[src/rtl/uart_pkg.sv]
// Shared types and constants for the UART receive path.
// Parity support is built only when UART_RX_PARITY_EN is defined.
package uart_pkg;

    typedef enum logic [2:0] {
        IDLE,
        START,
        DATA,
        PARITY,
        STOP
    } rx_state_e;

    localparam int MIN_DIV   = 4;
    localparam int DATA_BITS = 8;

endpackage

[src/rtl/sync_fifo.sv]
// Single-clock first-word-fall-through FIFO with full/empty/level status.
// A push into a full FIFO is accepted only when a pop happens in the same cycle.
module sync_fifo #(
    parameter  int WIDTH = 8,
    parameter  int DEPTH = 8,
    localparam int LVL_W = $clog2(DEPTH + 1)
) (
    input  logic             clk,
    input  logic             resetn,
    input  logic             push,
    input  logic [WIDTH-1:0] push_data,
    input  logic             pop,
    output logic [WIDTH-1:0] pop_data,
    output logic             full,
    output logic             empty,
    output logic [LVL_W-1:0] level
);

    localparam int AW = $clog2(DEPTH);

    logic [WIDTH-1:0] mem [DEPTH];
    logic [AW-1:0]    wr_ptr;
    logic [AW-1:0]    rd_ptr;
    logic             do_push;
    logic             do_pop;

    assign full     = (level == LVL_W'(DEPTH));
    assign empty    = (level == '0);
    assign do_pop   = pop && !empty;
    assign do_push  = push && (!full || do_pop);
    assign pop_data = mem[rd_ptr];

    // NOTE: storage is deliberately left out of reset; pointers and level alone define validity.
    always_ff @(posedge clk) begin
        if (do_push) begin
            mem[wr_ptr] <= push_data;
        end
    end

    // NOTE: state registers use non-blocking assignments so every flop samples pre-edge values.
    always_ff @(posedge clk or negedge resetn) begin
        if (!resetn) begin
            wr_ptr <= '0;
            rd_ptr <= '0;
            level  <= '0;
        end else begin
            if (do_push) wr_ptr <= wr_ptr + 1'b1;
            if (do_pop)  rd_ptr <= rd_ptr + 1'b1;
            case ({do_push, do_pop})
                2'b10:   level <= level + 1'b1;
                2'b01:   level <= level - 1'b1;
                default: level <= level;
            endcase
        end
    end

endmodule

[src/rtl/uart_rx_deframer.sv]
// UART receive deframer: synchronizer, mid-bit sampling FSM, byte FIFO and sticky error flags.
// Define UART_RX_PARITY_EN to add an even-parity bit and the parity_err output.
module uart_rx_deframer
    import uart_pkg::*;
#(
    parameter  int FIFO_DEPTH = 8,
    parameter  int DIV_W      = 16,
    localparam int CNT_W      = $clog2(FIFO_DEPTH + 1)
) (
    input  logic             clk,
    input  logic             resetn,
    input  logic             uart_rx,
    input  logic             rx_en,
    input  logic [DIV_W-1:0] baud_div,
    input  logic             err_clr,
    output logic             rd_valid,
    output logic [7:0]       rd_data,
    input  logic             rd_ready,
    output logic [CNT_W-1:0] fifo_level,
    output logic             frame_err,
    output logic             overrun,
    output logic             irq
`ifdef UART_RX_PARITY_EN
    ,
    output logic             parity_err
`endif
);

    localparam int BIT_W = $clog2(DATA_BITS);

    rx_state_e              state, state_d;
    logic [DIV_W-1:0]       cnt, cnt_d;
    logic [BIT_W-1:0]       bit_idx, bit_d;
    logic [DATA_BITS-1:0]   shift, shift_d;
    logic [DIV_W-1:0]       full_div;
    logic                   sync1, rx_s, rx_d;
    logic                   fall, expired;
    logic                   push, frame_set, pop, fifo_full, fifo_empty;
`ifdef UART_RX_PARITY_EN
    logic                   parity_set;
`endif

    // Line idles high, so the synchronizer resets to 1 to avoid a phantom start edge.
    always_ff @(posedge clk or negedge resetn) begin
        if (!resetn) begin
            sync1 <= 1'b1;
            rx_s  <= 1'b1;
            rx_d  <= 1'b1;
        end else begin
            sync1 <= uart_rx;
            rx_s  <= sync1;
            rx_d  <= rx_s;
        end
    end

    assign fall     = rx_d && !rx_s;
    assign expired  = (cnt == '0);
    assign full_div = (baud_div < DIV_W'(MIN_DIV)) ? DIV_W'(MIN_DIV) : baud_div;

    always_ff @(posedge clk or negedge resetn) begin
        if (!resetn) begin
            state   <= IDLE;
            cnt     <= '0;
            bit_idx <= '0;
            shift   <= '0;
        end else begin
            state   <= state_d;
            cnt     <= cnt_d;
            bit_idx <= bit_d;
            shift   <= shift_d;
        end
    end

    // NOTE: every output of this block gets a default first, so no path can infer a latch.
    always_comb begin
        state_d   = state;
        cnt_d     = expired ? cnt : cnt - 1'b1;
        bit_d     = bit_idx;
        shift_d   = shift;
        push      = 1'b0;
        frame_set = 1'b0;
`ifdef UART_RX_PARITY_EN
        parity_set = 1'b0;
`endif
        // Reload with divisor-1 so one bit spans exactly full_div clocks.
        case (state)
            IDLE: begin
                if (rx_en && fall) begin
                    state_d = START;
                    cnt_d   = full_div >> 1;
                end
            end
            START: begin
                if (expired) begin
                    if (!rx_s) begin
                        state_d = DATA;
                        cnt_d   = full_div - 1'b1;
                        bit_d   = '0;
                    end else begin
                        state_d = IDLE;
                    end
                end
            end
            DATA: begin
                if (expired) begin
                    shift_d = {rx_s, shift[DATA_BITS-1:1]};
                    cnt_d   = full_div - 1'b1;
                    if (bit_idx == BIT_W'(DATA_BITS - 1)) begin
`ifdef UART_RX_PARITY_EN
                        state_d = PARITY;
`else
                        state_d = STOP;
`endif
                    end else begin
                        bit_d = bit_idx + 1'b1;
                    end
                end
            end
`ifdef UART_RX_PARITY_EN
            PARITY: begin
                if (expired) begin
                    parity_set = (rx_s != ^shift);
                    cnt_d      = full_div - 1'b1;
                    state_d    = STOP;
                end
            end
`endif
            STOP: begin
                if (expired) begin
                    push      = rx_s;
                    frame_set = !rx_s;
                    state_d   = IDLE;
                end
            end
            default: state_d = IDLE;
        endcase

        if (!rx_en) begin
            state_d   = IDLE;
            push      = 1'b0;
            frame_set = 1'b0;
`ifdef UART_RX_PARITY_EN
            parity_set = 1'b0;
`endif
        end
    end

    assign pop      = rd_valid && rd_ready;
    assign rd_valid = !fifo_empty;

    sync_fifo #(
        .WIDTH (8),
        .DEPTH (FIFO_DEPTH)
    ) u_fifo (
        .clk       (clk),
        .resetn    (resetn),
        .push      (push),
        .push_data (shift),
        .pop       (pop),
        .pop_data  (rd_data),
        .full      (fifo_full),
        .empty     (fifo_empty),
        .level     (fifo_level)
    );

    // A set event in the same cycle as err_clr keeps the flag high.
    always_ff @(posedge clk or negedge resetn) begin
        if (!resetn) begin
            frame_err <= 1'b0;
            overrun   <= 1'b0;
        end else begin
            if (frame_set)                    frame_err <= 1'b1;
            else if (err_clr)                 frame_err <= 1'b0;
            if (push && fifo_full && !pop)    overrun   <= 1'b1;
            else if (err_clr)                 overrun   <= 1'b0;
        end
    end

`ifdef UART_RX_PARITY_EN
    always_ff @(posedge clk or negedge resetn) begin
        if (!resetn)         parity_err <= 1'b0;
        else if (parity_set) parity_err <= 1'b1;
        else if (err_clr)    parity_err <= 1'b0;
    end

    assign irq = rd_valid | frame_err | overrun | parity_err;
`else
    assign irq = rd_valid | frame_err | overrun;
`endif

endmodule

[config.mk]
export PLATFORM = sky130hd
export DESIGN_NAME = uart_rx_deframer
export DESIGN_NICKNAME = d
export VERILOG_FILES = /design/src/rtl/uart_pkg.sv /design/src/rtl/sync_fifo.sv /design/src/rtl/uart_rx_deframer.sv
export SDC_FILE = /design/constraint.sdc
export NUM_CORES = 1
export LEC_CHECK = 0
export BUFFER_PORTS_ARGS = -buffer_cell sky130_fd_sc_hd__buf_2
export CELL_PAD_IN_SITES_DETAIL_PLACEMENT = 0
export CELL_PAD_IN_SITES_GLOBAL_PLACEMENT = 2
export CORE_UTILIZATION = 30
export CTS_CLUSTER_DIAMETER = 200
export DETAILED_ROUTE_END_ITERATION = 8
export PLACE_DENSITY_LB_ADDON = 0.1
export SLEW_MARGIN = 20
export SYNTH_ARGS = -nofsm -noshare
export SYNTH_HDL_FRONTEND = slang
export SYNTH_HIERARCHICAL = 1
export SYNTH_SLANG_ARGS = --single-unit
[constraint.sdc]
create_clock -name clk -period 2.8 [get_ports clk]
set_input_delay 0.42 -clock clk [delete_from_list [all_inputs] [get_ports clk]]
set_output_delay 0.42 -clock clk [all_outputs]
set_load 0.1 [all_outputs]
Word-level counts from Yosys, hierarchy flattened --
Memories as Yosys holds them, arrays and structs flattened. Index checks and enable logic that the tools add are counted.
Operators by class: $add $sub $neg 7, multipliers 0, div/mod/pow operators 0, magnitude comparators 1, eq/ne operators 16, shift operators 0, muxes and demuxes 32, bitwise operators 2, reduce and logical (&&, ||, !) cells 22
Operators by type and width (count):
- $mux 16 | 6
- $pmux 16 s3 | 1
- $sub 16x1->16 const B | 2
- $mux 3 | 10
- $logic_not 16->1 | 1
- $lt 16x3->1 const B | 1
- $ne 3x3->1 const B | 5
- $pmux 3 s4 | 1
- $mux 1 | 11
- $reduce_and 5->1 | 2
- $add 3x1->3 const B | 3
- $ne 2x2->1 const B | 4
- $pmux 4 s2 | 1
- $reduce_bool 2->1 | 4
- $logic_and 1x1->1 | 7
- $eq 3x3->1 const B | 2
- $pmux 3 s2 | 1
- $add 4x1->4 const B | 1
- $eq 4x4->1 const B | 1
- $logic_not 1->1 | 4
- $logic_not 4->1 | 1
- $sub 4x1->4 const B | 1
- $eq 3x1->1 const B | 1
- $eq 3x2->1 const B | 1
- 7 further kinds | 8
Word-level totals: flip-flop bits (word level) 45, latch bits 0, memory bits (writable) 64, ROM bits 0, input bits 22, output and inout port bits 16, logic and storage cells 93, memories kept 1
Memories:
- u_fifo.mem | words 8, bits a word 8, rd ports 1, clocked after memory_dff 0, write ports 1, line sync_fifo.sv:21 | logic [WIDTH-1:0] mem [DEPTH];

Depth between registers and ports, before layout --
Gate-level depths: netlist of the first run.
depth in word-level cells 8, gate-level depth with buffers 14

Cells and area by module --
The synthesis of the first run kept the hierarchy.
By module, submodules not included:
- sync_fifo | times used 1, cells an instance 182, area an instance 3146.8 µm², sequential area each 2172.1 µm²
- uart_rx_deframer | times used 1, cells an instance 253, area an instance 2316.0 µm², sequential area each 879.6 µm²

Least setup slack after synthesis of the first run --
Ideal clock, no wire load.
path type reg2reg, start register u_fifo.level[3], end register u_fifo.level[3], setup time 0.180 ns, arrival time 3.266 ns, setup slack -0.647 ns, cell stages (with the launch flop) 12, path buffers 1, path through dfrtp_1 -> nor4_2 -> nor2b_1 -> clkbuf_1 -> inv_1 -> or3_1 -> inv_1 -> ha_1 -> a211oi_1 -> or3_1 -> o211ai_1 -> o221ai_1
On the way: longest elaborated chain between the ends 8
RTL lines:
- start, declared | line sync_fifo.sv:16 | output logic [LVL_W-1:0] level
- start signal, assigned | line sync_fifo.sv:50 | 2'b10: level <= level + 1'b1;
- start signal, assigned | line sync_fifo.sv:51 | 2'b01: level <= level - 1'b1;
- start signal, assigned | line sync_fifo.sv:52 | default: level <= level;
- $logic_not 4->1 (*) | line sync_fifo.sv:28 | assign empty = (level == '0);
- named net fifo_empty | line uart_rx_deframer.sv:38 | logic push, frame_set, pop, fifo_full, fifo_empty;
- $logic_not 1->1 (*) | line uart_rx_deframer.sv:149 | assign rd_valid = !fifo_empty;
- $logic_and 1x1->1 (*) | line uart_rx_deframer.sv:148 | assign pop = rd_valid && rd_ready;
- named net pop | line uart_rx_deframer.sv:38
- $logic_and 1x1->1 (*) | line sync_fifo.sv:29 | assign do_pop = pop && !empty;
- $logic_or 1x1->1 | line sync_fifo.sv:30 | assign do_push = push && (!full || do_pop);
- $logic_and 1x1->1 | line sync_fifo.sv:30
- $eq 2x1->1 or $eq 2x2->1 (tied branches) | line sync_fifo.sv:49 | case ({do_push, do_pop})
- $pmux 4 s2 or $reduce_bool 2->1 (tied branches)
Mark *: on every way through the listed nets, which the timed path passes. The rest lies on a longest branch. A chain may end at the register's enable or synchronous reset.

Worst setup path in the final report of the first run --
start register u_fifo.rd_ptr[1], end output port rd_data[7]
On the way: longest elaborated chain between the ends 1
RTL lines:
- start, declared | line sync_fifo.sv:23 | logic [AW-1:0] rd_ptr;
- start signal, assigned | line sync_fifo.sv:48 | if (do_pop) rd_ptr <= rd_ptr + 1'b1;
- $mem_v2 8x8
- end, declared | line uart_rx_deframer.sv:17 | output logic [7:0] rd_data,
No other way between the ends.

==> results_dict.tcl, run 1 <==
set metrics [dict create \
    status "finished clean" \
    slew_violations 0 \
    drtAntennaViolNets 0 \
    final_layout_size_suffix_gt1_frac 0.343 \
    route.vias.total 3808 \
    worst_stage_delay_on_the_critical_path_ns 0.90 \
    grt_remaining_overflow 0 \
    nNetsFinal 552 \
    die_area_sq_um 18800 \
    total_of_endpoints_with_negative_setup_slack_in_the_final_report 0 \
    worst_ir_drop_vdd_mv 0.535 \
    slew-limit-headroom 0.437 \
    drc 0 \
    clock_skew_ns 0.0109 \
    critical_path.startpoint_type "flip-flop" \
    effective_utilization_at_floorplan 0.312 \
    cts-root-buf "sky130_fd_sc_hd__clkbuf_16" \
    synth_enable_flop_cells 64 \
    yosysSeqAreaShare 0.559 \
    clock_insertion_delay_worst_skew_ns 0.36 \
    worstPathMaxFanout 18 \
    post-synth-top-area-cell "sky130_fd_sc_hd__edfxtp_1" \
    ys_warn_count 6 \
    detail_route.wl_per_cell_um 18.1 \
    clock-sinks 109 \
    p_leak_nw 2.62 \
    die_w_um 137 \
    maxCapViolations 0 \
    synthTopCellsByArea "sky130_fd_sc_hd__edfxtp_1 35%, sky130_fd_sc_hd__dfrtp_1 19%, sky130_fd_sc_hd__mux4_2 6.6%" \
    n_antenna_cell 0 \
    syn_nets 467 \
    hold_viol 0 \
    finalWirelength_um 13600 \
    place.gp.congestion 0.754 \
    maximum_clock_frequency_ghz 0.373 \
    crit_type "flip-flop to output pin" \
    synth-seq-cells 109 \
    detailedRoute.firstPassIterationCount 5 \
    whs_path_depth 1 \
    post_synthesis_cell_count 435 \
    synthArstFlopShare 0.413 \
    grt_pass1_wl_um 21700 \
    min-delay-path-class "input pin to flip-flop" \
    critPathSlowestCell "sky130_fd_sc_hd__dfrtp_1" \
    worst_setup_ep_type "output pin" \
    critPathArrivalTime_ns 2.26 \
    critical_path.reg2reg.startpoint "cnt[5]$_DFF_PN0_" \
    power_density_nw_per_um2 908 \
    initial_antenna_violation_count 0 \
    grt_max_degree 23 \
    crit_path_start "u_fifo/rd_ptr[1]$_DFFE_PN0N_" \
    detail_route.iter0.violations 187 \
    whs_endpoint "sync1$_DFF_PN1_" \
    timing.critical_path.cells "mux4_2 -> mux2_2 -> buf_2" \
    via_count_of_the_first_global_routing_pass 3908 \
    synthesis.area_per_instance_sq_um 12.6 \
    synth_ff_type "sky130_fd_sc_hd__edfxtp_1" \
    cts.path.max_buffers 2 \
    worstMarginPinSlew_ns 0.845 \
    worstHoldStart "uart_rx" \
    post_drt_via_cell_ratio 5.08 \
    path_buf_inv 1 \
    ctsHtreeMaxLevel 3 \
    worst_ep_required_time_ns 2.38 \
    core_sq_um 17500 \
    io-pin-count 38 \
    critPathTopFamily "flip-flops" \
    cts.reportedPaths.clkPinSlew_ns 0.08 \
    numPortBuffers 37 \
    numCtsBuffers 9 \
    layout_min_cycle_time_ns 2.68 \
    synth_largest_type_area_fraction 0.352 \
    utilization_of_the_core_after_routing 0.385 \
    floorplan.die.height_um 137 \
    flow.area_growth_from_synthesis_pct 23.5 \
    tritoncts "built" \
    global_route.usage.total 0.156 \
    final_hpwl_dp_um 9590 \
    netlist_area_sq_um 5460 \
    setup_slack_on_the_worst_flop_to_flop_path_ns 0.14 \
    r2r-end "u_fifo/level[3]$_DFFE_PN0P_" \
    reg2regPathDepth 11 \
    distinct_cells_synth 60 \
    setup_tns_ns 0 \
    num_rows 48 \
    timing.final.crit_share 0.958 \
]
through the flow:
stage / setup WS (ns) / instance area, sq um / hold slack (ns) / power (mW) / cells
2_1_floorplan: -0.0280 / 5570 / 0.124 / 4.10 / 435
3_3_place_gp: -0.138 / 6340 / 0.347 / 4.72 / 732
3_5_place_dp: -0.201 / 6340 / 0.348 / 4.74 / 732
4_1_cts: 0.0284 / 6710 / 0.144 / 5.93 / 749
5_1_grt: -0.0268 / 6740 / 0.142 / 6.46 / 750
6_report: 0.117 / 6740 / 0.158 / 6.12 / 750
flip-flops by register name, indices dropped and copies added, names as in the netlist:
register       flops
shift              8
cnt               16
u_fifo/rd_ptr      3
sync1              1
bit_idx            3
state              3
rx_d               1
overrun            1
u_fifo/mem        64
u_fifo/wr_ptr      3
u_fifo/level       4
frame_err          1
rx_s               1
routing by layer:
layer  share of wire  wire length, um  global-route usage
met1            0.47             6310               0.194
met2            0.50             6800               0.272
met3           0.021              286              0.0230
met4           0.013              174              0.0629
met5               0                0                   0
power by group:
part           internal (mW)  switching (mW)  leakage, nW
Clock                  0.642           0.663        0.151
Sequential              1.86           0.290         1.20
Combinational           1.03            1.64         1.27
Total                   3.53            2.59         2.62
cell type report:
class	count	area, sq um
Tap cell	225	282
Multi-Input combinational cell	290	2400
Fill cell	1746	10800
Clock inverter	7	83.8
Clock buffer	9	225
Sequential cell	109	3070
Timing Repair Buffer	96	631
Inverter	14	56.3
layout by cell type (no fill, tap or decap), types with 12 or more instances in the layout:
| cell | Yosys | routed |
|---|---|---|
| sky130_fd_sc_hd__a21oi_1 | 15 | 15 |
| sky130_fd_sc_hd__buf_2 | 1 | 37 |
| sky130_fd_sc_hd__buf_4 | 3 | 58 |
| sky130_fd_sc_hd__dfrtp_1 | 42 | 38 |
| sky130_fd_sc_hd__edfxtp_1 | 64 | 64 |
| sky130_fd_sc_hd__mux2_2 | 17 | 17 |
| sky130_fd_sc_hd__mux4_2 | 16 | 16 |
| sky130_fd_sc_hd__nand2_1 | 32 | 32 |
| sky130_fd_sc_hd__nor2_1 | 24 | 23 |
| sky130_fd_sc_hd__nor3_1 | 17 | 16 |
| sky130_fd_sc_hd__o21ai_0 | 15 | 15 |
| sky130_fd_sc_hd__o221ai_1 | 12 | 12 |
| sky130_fd_sc_hd__xnor2_1 | 12 | 12 |
cell families after synthesis:
group,count (synthesis),share of synthesized area
AOI/OAI and AO/OA,72,0.0935
xor gates and xnor gates,23,0.0369
adders and majority gates,10,0.0243
buffers and inverters,36,0.0298
DFF,109,0.559
muxes,34,0.103
and+or+nand+nor,151,0.154
cell usage after synthesis, drive strengths merged, types with 7 or more instances:
library cell and n:
edfxtp 64, dfrtp 42, nand2 32, nor2 24, mux2 17, nor3 17, mux4 16, o21ai 16
a21oi 15, clkbuf 15, inv 14, o221ai 12, xnor2 12, nor4 11, xor2 11, or3 10
ha 9, or4 9, buf 7
worst register-to-register path: stages (launching register included):
cell                       delay [ns]
sky130_fd_sc_hd__dfrtp_1         0.41
sky130_fd_sc_hd__nor4_4          0.31
sky130_fd_sc_hd__buf_4           0.17
sky130_fd_sc_hd__nand4_1         0.17
sky130_fd_sc_hd__nor3_4          0.25
sky130_fd_sc_hd__or3_4           0.18
sky130_fd_sc_hd__inv_2           0.05
sky130_fd_sc_hd__ha_4            0.26
sky130_fd_sc_hd__nor2_1          0.04
sky130_fd_sc_hd__or3_4           0.37
sky130_fd_sc_hd__o22a_1          0.21
sky130_fd_sc_hd__o221ai_1        0.14
what timing repair did:
action,in CTS,in global routing
buffers inserted,0,1
endpoints found under the setup margin,1,25
hold buffers,1,0
gates resized for setup,8,3
endpoints found under the hold margin,12,0
pin swaps,4,5
worst max-delay path by stage:
stage / depth (start not counted) / slack, ns / end
finish: 3 / 0.12 / rd_data[7]
global route: 11 / -0.03 / u_fifo/level[3]$_DFFE_PN0P_
floorplan: 14 / -0.03 / u_fifo/level[3]$_DFFE_PN0P_
global placement: 10 / -0.14 / cnt[14]$_DFF_PN0_
CTS: 11 / 0.03 / u_fifo/level[3]$_DFFE_PN0P_
detailed placement: 10 / -0.20 / cnt[14]$_DFF_PN0_
No activity file was read; power rests on OpenSTA's default activity.
==> run 2: changes to the inputs <==
--- a/config.mk
+++ b/config.mk
@@ -8,6 +8,7 @@
 export BUFFER_PORTS_ARGS = -buffer_cell sky130_fd_sc_hd__buf_2
 export CELL_PAD_IN_SITES_DETAIL_PLACEMENT = 0
 export CELL_PAD_IN_SITES_GLOBAL_PLACEMENT = 2
+export CORE_MARGIN = 10
 export CORE_UTILIZATION = 30
 export CTS_CLUSTER_DIAMETER = 200
 export DETAILED_ROUTE_END_ITERATION = 8
@@ -15,5 +16,4 @@
 export SLEW_MARGIN = 20
 export SYNTH_ARGS = -nofsm -noshare
 export SYNTH_HDL_FRONTEND = slang
-export SYNTH_HIERARCHICAL = 1
 export SYNTH_SLANG_ARGS = --single-unit
==> run 2 against run 1 <==
Final area down 4.1%. Synthesized area is 3.0% lower. Global-route usage decreased by 4.7 points. Sequential share of layout area rose by 1.8 points. Power is 16% lower. Combinational power decreased by 29%. Largest cell class unchanged. Clock power down 6%.
==> results_dict.tcl, run 2 <==
set metrics [dict create \
    numPortBuffers 37 \
    crit_type "flip-flop to flip-flop" \
    initial_antenna_violation_count 0 \
    clock-sinks 109 \
    critPathArrivalTime_ns 2.91 \
    die_area_sq_um 23400 \
    p_comb_frac 0.371 \
    max_reg_flops 64 \
    cts.reportedPaths.clkPinSlew_ns 0.07 \
    drc 0 \
    post-synth-top-area-cell "sky130_fd_sc_hd__edfxtp_1" \
    critPathTopFamily "simple AND/OR/NAND/NOR gates" \
    top_register "u_fifo.mem" \
    grt_max_degree 32 \
    cts-root-buf "sky130_fd_sc_hd__clkbuf_16" \
    post_synthesis_cell_count 409 \
    path_buf_inv 0 \
    p_leak_nw 2.52 \
    timing.critical_path.cells "or4_1 -> nor2_4 -> and4_4 -> a21oi_1 -> ha_1 -> a21o_1 -> a21o_1 -> a211oi_1 -> a31oi_1 -> xnor2_1" \
    numCtsBuffers 9 \
    synth_ff_type "sky130_fd_sc_hd__edfxtp_1" \
    timing.final.crit_share 0.959 \
    clock_skew_ns 0.0100 \
    status "finished clean" \
    yosysSeqAreaShare 0.576 \
    ctsHtreeMaxLevel 3 \
    global_route.usage.total 0.110 \
    post_synth_most_frequent_cells "64 x sky130_fd_sc_hd__edfxtp_1, 42 x sky130_fd_sc_hd__dfrtp_1, 35 x sky130_fd_sc_hd__nand2_1, 21 x sky130_fd_sc_hd__nor2_1, 19 x sky130_fd_sc_hd__mux2_2" \
    post_dp_cell_area_sq_um 6160 \
    grt_pass1_wl_um 20700 \
    most_frequent_cells_in_the_layout "64 x sky130_fd_sc_hd__edfxtp_1, 59 x sky130_fd_sc_hd__buf_4, 38 x sky130_fd_sc_hd__dfrtp_1, 37 x sky130_fd_sc_hd__buf_2, 35 x sky130_fd_sc_hd__nand2_1" \
    die_w_um 153 \
    synthArstFlopShare 0.413 \
    effective_utilization_at_floorplan 0.306 \
    route.vias.total 3562 \
    maxCapViolations 0 \
    worstPathMaxFanout 2 \
    io-pin-count 38 \
    min-delay-path-class "input pin to asynchronous set/reset pin" \
    critical_path.reg2reg.startpoint "cnt[13]$_DFF_PN0_" \
    clock_insertion_delay_worst_skew_ns 0.35 \
    n_antenna_cell 0 \
    final_area_sq_um 6470 \
    power_density_nw_per_um2 794 \
    post_drt_via_cell_ratio 4.89 \
    final_hpwl_dp_um 9770 \
    synth_enable_flop_cells 64 \
    netlist_area_sq_um 5300 \
    worst_stage_delay_on_the_critical_path_ns 0.64 \
    synthTopCellsByArea "sky130_fd_sc_hd__edfxtp_1 36%, sky130_fd_sc_hd__dfrtp_1 20%, sky130_fd_sc_hd__mux4_2 6.8%" \
    mostFrequentLayoutCell "sky130_fd_sc_hd__edfxtp_1" \
    power.share.sequential 0.390 \
    maximum_clock_frequency_ghz 0.372 \
    core_sq_um 17300 \
    final_layout_size_suffix_gt1_frac 0.337 \
    synthMostInstantiatedCell "sky130_fd_sc_hd__edfxtp_1" \
    dp.cells 713 \
    worst_ep_required_time_ns 3.03 \
    layout_top_registers "u_fifo.mem (64), cnt (16), shift (8)" \
    slew_violations 0 \
    ys_warn_count 0 \
    worst_setup_ep_type "flip-flop" \
    synth-seq-cells 109 \
    grt_remaining_overflow 0 \
    finalWirelength_um 12700 \
    power.net_switching_mw 1.98 \
    detailedRoute.firstPassIterationCount 4 \
    worst_ir_drop_vdd_mv 0.646 \
    slew-limit-headroom 0.397 \
    internal_power_consumption_mw 3.15 \
    total_of_endpoints_with_negative_setup_slack_in_the_final_report 0 \
    place.gp.congestion 0.820 \
    detail_route.iter0.violations 169 \
    utilization_of_the_core_after_routing 0.374 \
    layout_min_cycle_time_ns 2.69 \
    cts.path.max_buffers 2 \
    flow.area_growth_from_synthesis_pct 22.0 \
    whs_ns 0.138 \
    synthesis.area_per_instance_sq_um 13.0 \
    num_rows 48 \
    hold_viol 0 \
    critPathSlowestCell "sky130_fd_sc_hd__or4_1" \
    synth_largest_type_area_fraction 0.363 \
    worstMarginPinSlew_ns 0.901 \
    crit_path_start "cnt[13]$_DFF_PN0_" \
    via_count_of_the_first_global_routing_pass 3784 \
    drtAntennaViolNets 0 \
    floorplan.die.height_um 153 \
    critical_path.startpoint_type "flip-flop" \
    clock_power_share 0.239 \
    detail_route.wl_per_cell_um 17.4 \
    worst_path_most_repeated_cell "sky130_fd_sc_hd__a21o_1" \
    syn_nets 441 \
    distinct_cells_synth 58 \
    tritoncts "built" \
    nNetsFinal 531 \
    finalNonFillerCells 729 \
    p_sw_frac 0.387 \
]
## run 2: cell count changes after synthesis, sizes merged, moves of 4 or more
cell	change
xnor2	+4
o211ai	+5
o21a	-4
clkbuf	-10
a21o	+5
buf	+4
o221ai	-11
a31oi	+4
o21ai	-4
## run 2: kinds of logic after synthesis
kind of cell / count (synthesis) / synth area share
AND/OR/NAND/NOR: 132 / 0.135
flip-flops: 109 / 0.576
AO/OA/AOI/OAI: 68 / 0.0854
multiplexers: 37 / 0.112
buffers and inverters: 29 / 0.0276
XOR/XNOR: 24 / 0.0397
adder cells (fa/ha/maj): 10 / 0.0250
## run 2: power groups by stage
stage / sequential [mW] / clock [mW] / combinational (mW)
final: 2.00 / 1.23 / 1.90
after global routing: 2.03 / 1.34 / 2.06
after CTS: 2.00 / 1.28 / 1.93
after detailed placement: 2.04 / 0 / 1.92
after global placement: 2.04 / 0 / 1.92
after floorplan: 2.20 / 0 / 1.23
## run 2: metal layers
layer	up-vias	wire, um	global-route usage
met1	1751	5580	0.129
li1	1738	-	-
met4	0	229	0.0395
met5	-	0	0
met2	55	6620	0.197
met3	18	272	0.0182
## run 2: final cells by class
class                           instances  area, sq um
Fill cell                            1694        10800
Inverter                               12         45.0
Timing Repair Buffer                   96          628
Clock buffer                           10          229
Tap cell                              225          282
Clock inverter                          6         63.8
Sequential cell                       109         3060
Multi-Input combinational cell        271         2160
## run 2: what timing repair did
item / in CTS / in global routing
resized for setup: 2 / 3
hold buffers: 0 / 0
setup endpoints to repair: 1 / 51
setup buffers: 0 / 0
## run 2: path summary, 6_finish.rpt
kind	slack (ns)	cells past startpoint	to
setup / recovery	0.11	10	u_fifo.level[3]$_DFFE_PN0P_
hold / removal	0.14	1	u_fifo.level[0]$_DFFE_PN0P_
setup reg to reg	0.11	10	u_fifo.level[3]$_DFFE_PN0P_
hold reg to reg	0.36	0	rx_s$_DFF_PN1_
max in group asynchronous	2.05	2	cnt[7]$_DFF_PN0_
min in group clk	0.18	1	sync1$_DFF_PN1_
## run 2: through the flow
stage	setup WS, ns	power, mW	setup TNS [ns]
after CTS	0.0101	5.21	0
after detailed placement	-0.256	3.96	-1.02
final	0.114	5.13	0
after global routing	-0.00554	5.43	-0.00554
after global placement	-0.207	3.96	-0.802
after floorplan	-0.160	3.42	-0.250
==> run 3: changes to the inputs <==
--- a/config.mk
+++ b/config.mk
@@ -12,6 +12,7 @@
 export CORE_UTILIZATION = 30
 export CTS_CLUSTER_DIAMETER = 200
 export DETAILED_ROUTE_END_ITERATION = 8
+export GPL_TIMING_DRIVEN = 0
 export PLACE_DENSITY_LB_ADDON = 0.1
 export SLEW_MARGIN = 20
 export SYNTH_ARGS = -nofsm -noshare
==> run 3 against run 2 <==
Maximum frequency is 1.1% lower. Final cell count is 2.1% lower. Critical endpoint unchanged. Largest power group unchanged. Setup slack worse by 0.031 ns. Utilization is 0.37 points higher. Non-clock buffer count is 15 lower. Global-route usage is 0.14 points higher. Via count is 1.2% lower. Critical path type unchanged. Clock power is 7% higher. Final area is 0.99% higher.
==> results_dict.tcl, run 3 (synthesis results as in run 2) <==
set metrics [dict create \
    hold_viol 0 \
    slew_violations 0 \
    finalWorstSetupSlack_ns 0.0833 \
    status "finished clean" \
    worstPathMaxFanout 4 \
    p_sw_frac 0.387 \
    finalWirelength_um 12900 \
    worst_ep_required_time_ns 3.03 \
    slew-limit-headroom 0.541 \
    nNetsFinal 516 \
    dpl_worst_slack_ns -0.770 \
    crit_path_start "cnt[0]$_DFF_PN0_" \
    numCtsBuffers 9 \
    critical_path.reg2reg.startpoint "cnt[0]$_DFF_PN0_" \
    post_drt_via_cell_ratio 4.93 \
    top_register "u_fifo.mem" \
    min-delay-path-class "input pin to asynchronous set/reset pin" \
    most_frequent_cells_in_the_layout "64 x sky130_fd_sc_hd__edfxtp_1, 39 x sky130_fd_sc_hd__buf_2, 38 x sky130_fd_sc_hd__dfrtp_1, 34 x sky130_fd_sc_hd__nand2_1, 28 x sky130_fd_sc_hd__buf_4" \
    layout_top_registers "u_fifo.mem (64), cnt (16), shift (8)" \
    die_area_sq_um 23400 \
    cts.reportedPaths.clkPinSlew_ns 0.07 \
    worst_ir_drop_vdd_mv 0.480 \
    critical_path.startpoint_type "flip-flop" \
    crit_type "flip-flop to flip-flop" \
    drtAntennaViolNets 0 \
    p_comb_frac 0.363 \
    internal_power_consumption_mw 3.18 \
    timing.final.crit_share 0.970 \
    floorplan.die.height_um 153 \
    final_area_sq_um 6530 \
    maximum_clock_frequency_ghz 0.368 \
    maxCapViolations 0 \
    cts.path.max_buffers 2 \
    clock-sinks 109 \
    layout_min_cycle_time_ns 2.72 \
    p_leak_nw 2.46 \
    initial_antenna_violation_count 0 \
    power_total_mw 5.18 \
    grt_max_degree 46 \
    cts-root-buf "sky130_fd_sc_hd__clkbuf_16" \
    clock_insertion_delay_worst_skew_ns 0.35 \
    critPathArrivalTime_ns 2.95 \
    numPortBuffers 37 \
    worst_setup_ep_type "flip-flop" \
    clock_power_share 0.254 \
    rsz0062_at_grt "yes" \
    n_antenna_cell 0 \
    power.share.sequential 0.383 \
    flow.area_growth_from_synthesis_pct 23.2 \
    detail_route.wl_per_cell_um 18.1 \
    mostFrequentLayoutCell "sky130_fd_sc_hd__edfxtp_1" \
    power.net_switching_mw 2.01 \
    die_w_um 153 \
    detailedRoute.firstPassIterationCount 4 \
    tritoncts "built" \
    max_reg_flops 64 \
    power_density_nw_per_um2 793 \
    effective_utilization_at_floorplan 0.306 \
    grt_remaining_overflow 0 \
    route.vias.total 3519 \
    global_route.usage.total 0.111 \
    drc 0 \
    place.gp.congestion 0.745 \
    io-pin-count 38 \
    core_sq_um 17300 \
    total_of_endpoints_with_negative_setup_slack_in_the_final_report 0 \
    worstMarginPinSlew_ns 0.689 \
    final_hpwl_dp_um 8980 \
    clock_skew_ns 0.00778 \
    grt_pass1_wl_um 20800 \
    post_dp_cell_area_sq_um 5860 \
    num_rows 48 \
    via_count_of_the_first_global_routing_pass 3737 \
    detail_route.iter0.violations 123 \
    ctsHtreeMaxLevel 3 \
    final_layout_size_suffix_gt1_frac 0.337 \
]
==> run 3: cell type report <==
class / count / area [sq um]
Fill cell: 1699 / 10800
Buffer: 16 / 108
Sequential cell: 109 / 3060
Clock buffer: 10 / 229
Multi-Input combinational cell: 271 / 2300
Tap cell: 225 / 282
Clock inverter: 6 / 77.6
Inverter: 12 / 45.0
Timing Repair Buffer: 65 / 438
==> run 3: path summary, 6_finish.rpt <==
check,endpoint,slack (ns),cells past startpoint
worst min-delay path,u_fifo.level[2]$_DFFE_PN0P_,0.09,1
min in group clk,sync1$_DFF_PN1_,0.16,1
max in group asynchronous,u_fifo.level[1]$_DFFE_PN0P_,2.27,1
worst max register to register,u_fifo.level[3]$_DFFE_PN0P_,0.08,12
worst max-delay path,u_fifo.level[3]$_DFFE_PN0P_,0.08,12
worst min register to register,rx_s$_DFF_PN1_,0.36,0
==> run 3: critical path, stage by stage, from the launching register on <==
cell	delay (ns)
sky130_fd_sc_hd__dfrtp_1	0.40
sky130_fd_sc_hd__inv_2	0.08
sky130_fd_sc_hd__ha_2	0.18
sky130_fd_sc_hd__or3b_4	0.41
sky130_fd_sc_hd__nor2_2	0.11
sky130_fd_sc_hd__and4_4	0.26
sky130_fd_sc_hd__a21oi_2	0.10
sky130_fd_sc_hd__ha_1	0.28
sky130_fd_sc_hd__a21o_1	0.17
sky130_fd_sc_hd__a21o_1	0.19
sky130_fd_sc_hd__a211oi_2	0.19
sky130_fd_sc_hd__a31oi_1	0.07
sky130_fd_sc_hd__xnor2_1	0.15
==> run 3: routing by layer <==
metal / GRT usage / up-vias / part of all wire
met3: 0.0267 / 8 / 0.030
met4: 0.0359 / 0 / 0.012
met1: 0.132 / 1748 / 0.44
li1: - / 1712 / -
met5: 0 / - / 0
met2: 0.193 / 51 / 0.51
==> run 3: what timing repair did <==
item                       CTS  global route
gates resized for setup     31             9
gates cloned                 0             0
setup buffers               23             4
hold buffers                 0             0
setup endpoints to repair   97            37
pin swaps                   15             3
==> run 3: power groups by stage <==
| stage | Sequential (mW) | Clock, mW | Combinational (mW) |
|---|---|---|---|
| after CTS | 1.98 | 1.36 | 1.89 |
| final | 1.98 | 1.32 | 1.88 |
| after global routing | 2.01 | 1.44 | 2.03 |
| after floorplan | 2.20 | 0 | 1.23 |
| after global placement | 2.02 | 0 | 1.82 |
| after detailed placement | 2.02 | 0 | 1.82 |
==> run 3: per-stage QoR <==
step                TNS (ns)   util  instances  hold WS, ns
CTS                 -0.00182  0.373        710        0.152
detailed placement    -46.77  0.339        672        0.350
floorplan             -0.250      -        409        0.124
finish                     0  0.378        714       0.0868
global placement      -56.33  0.337        671        0.348
global route         -0.0735  0.378        714        0.125
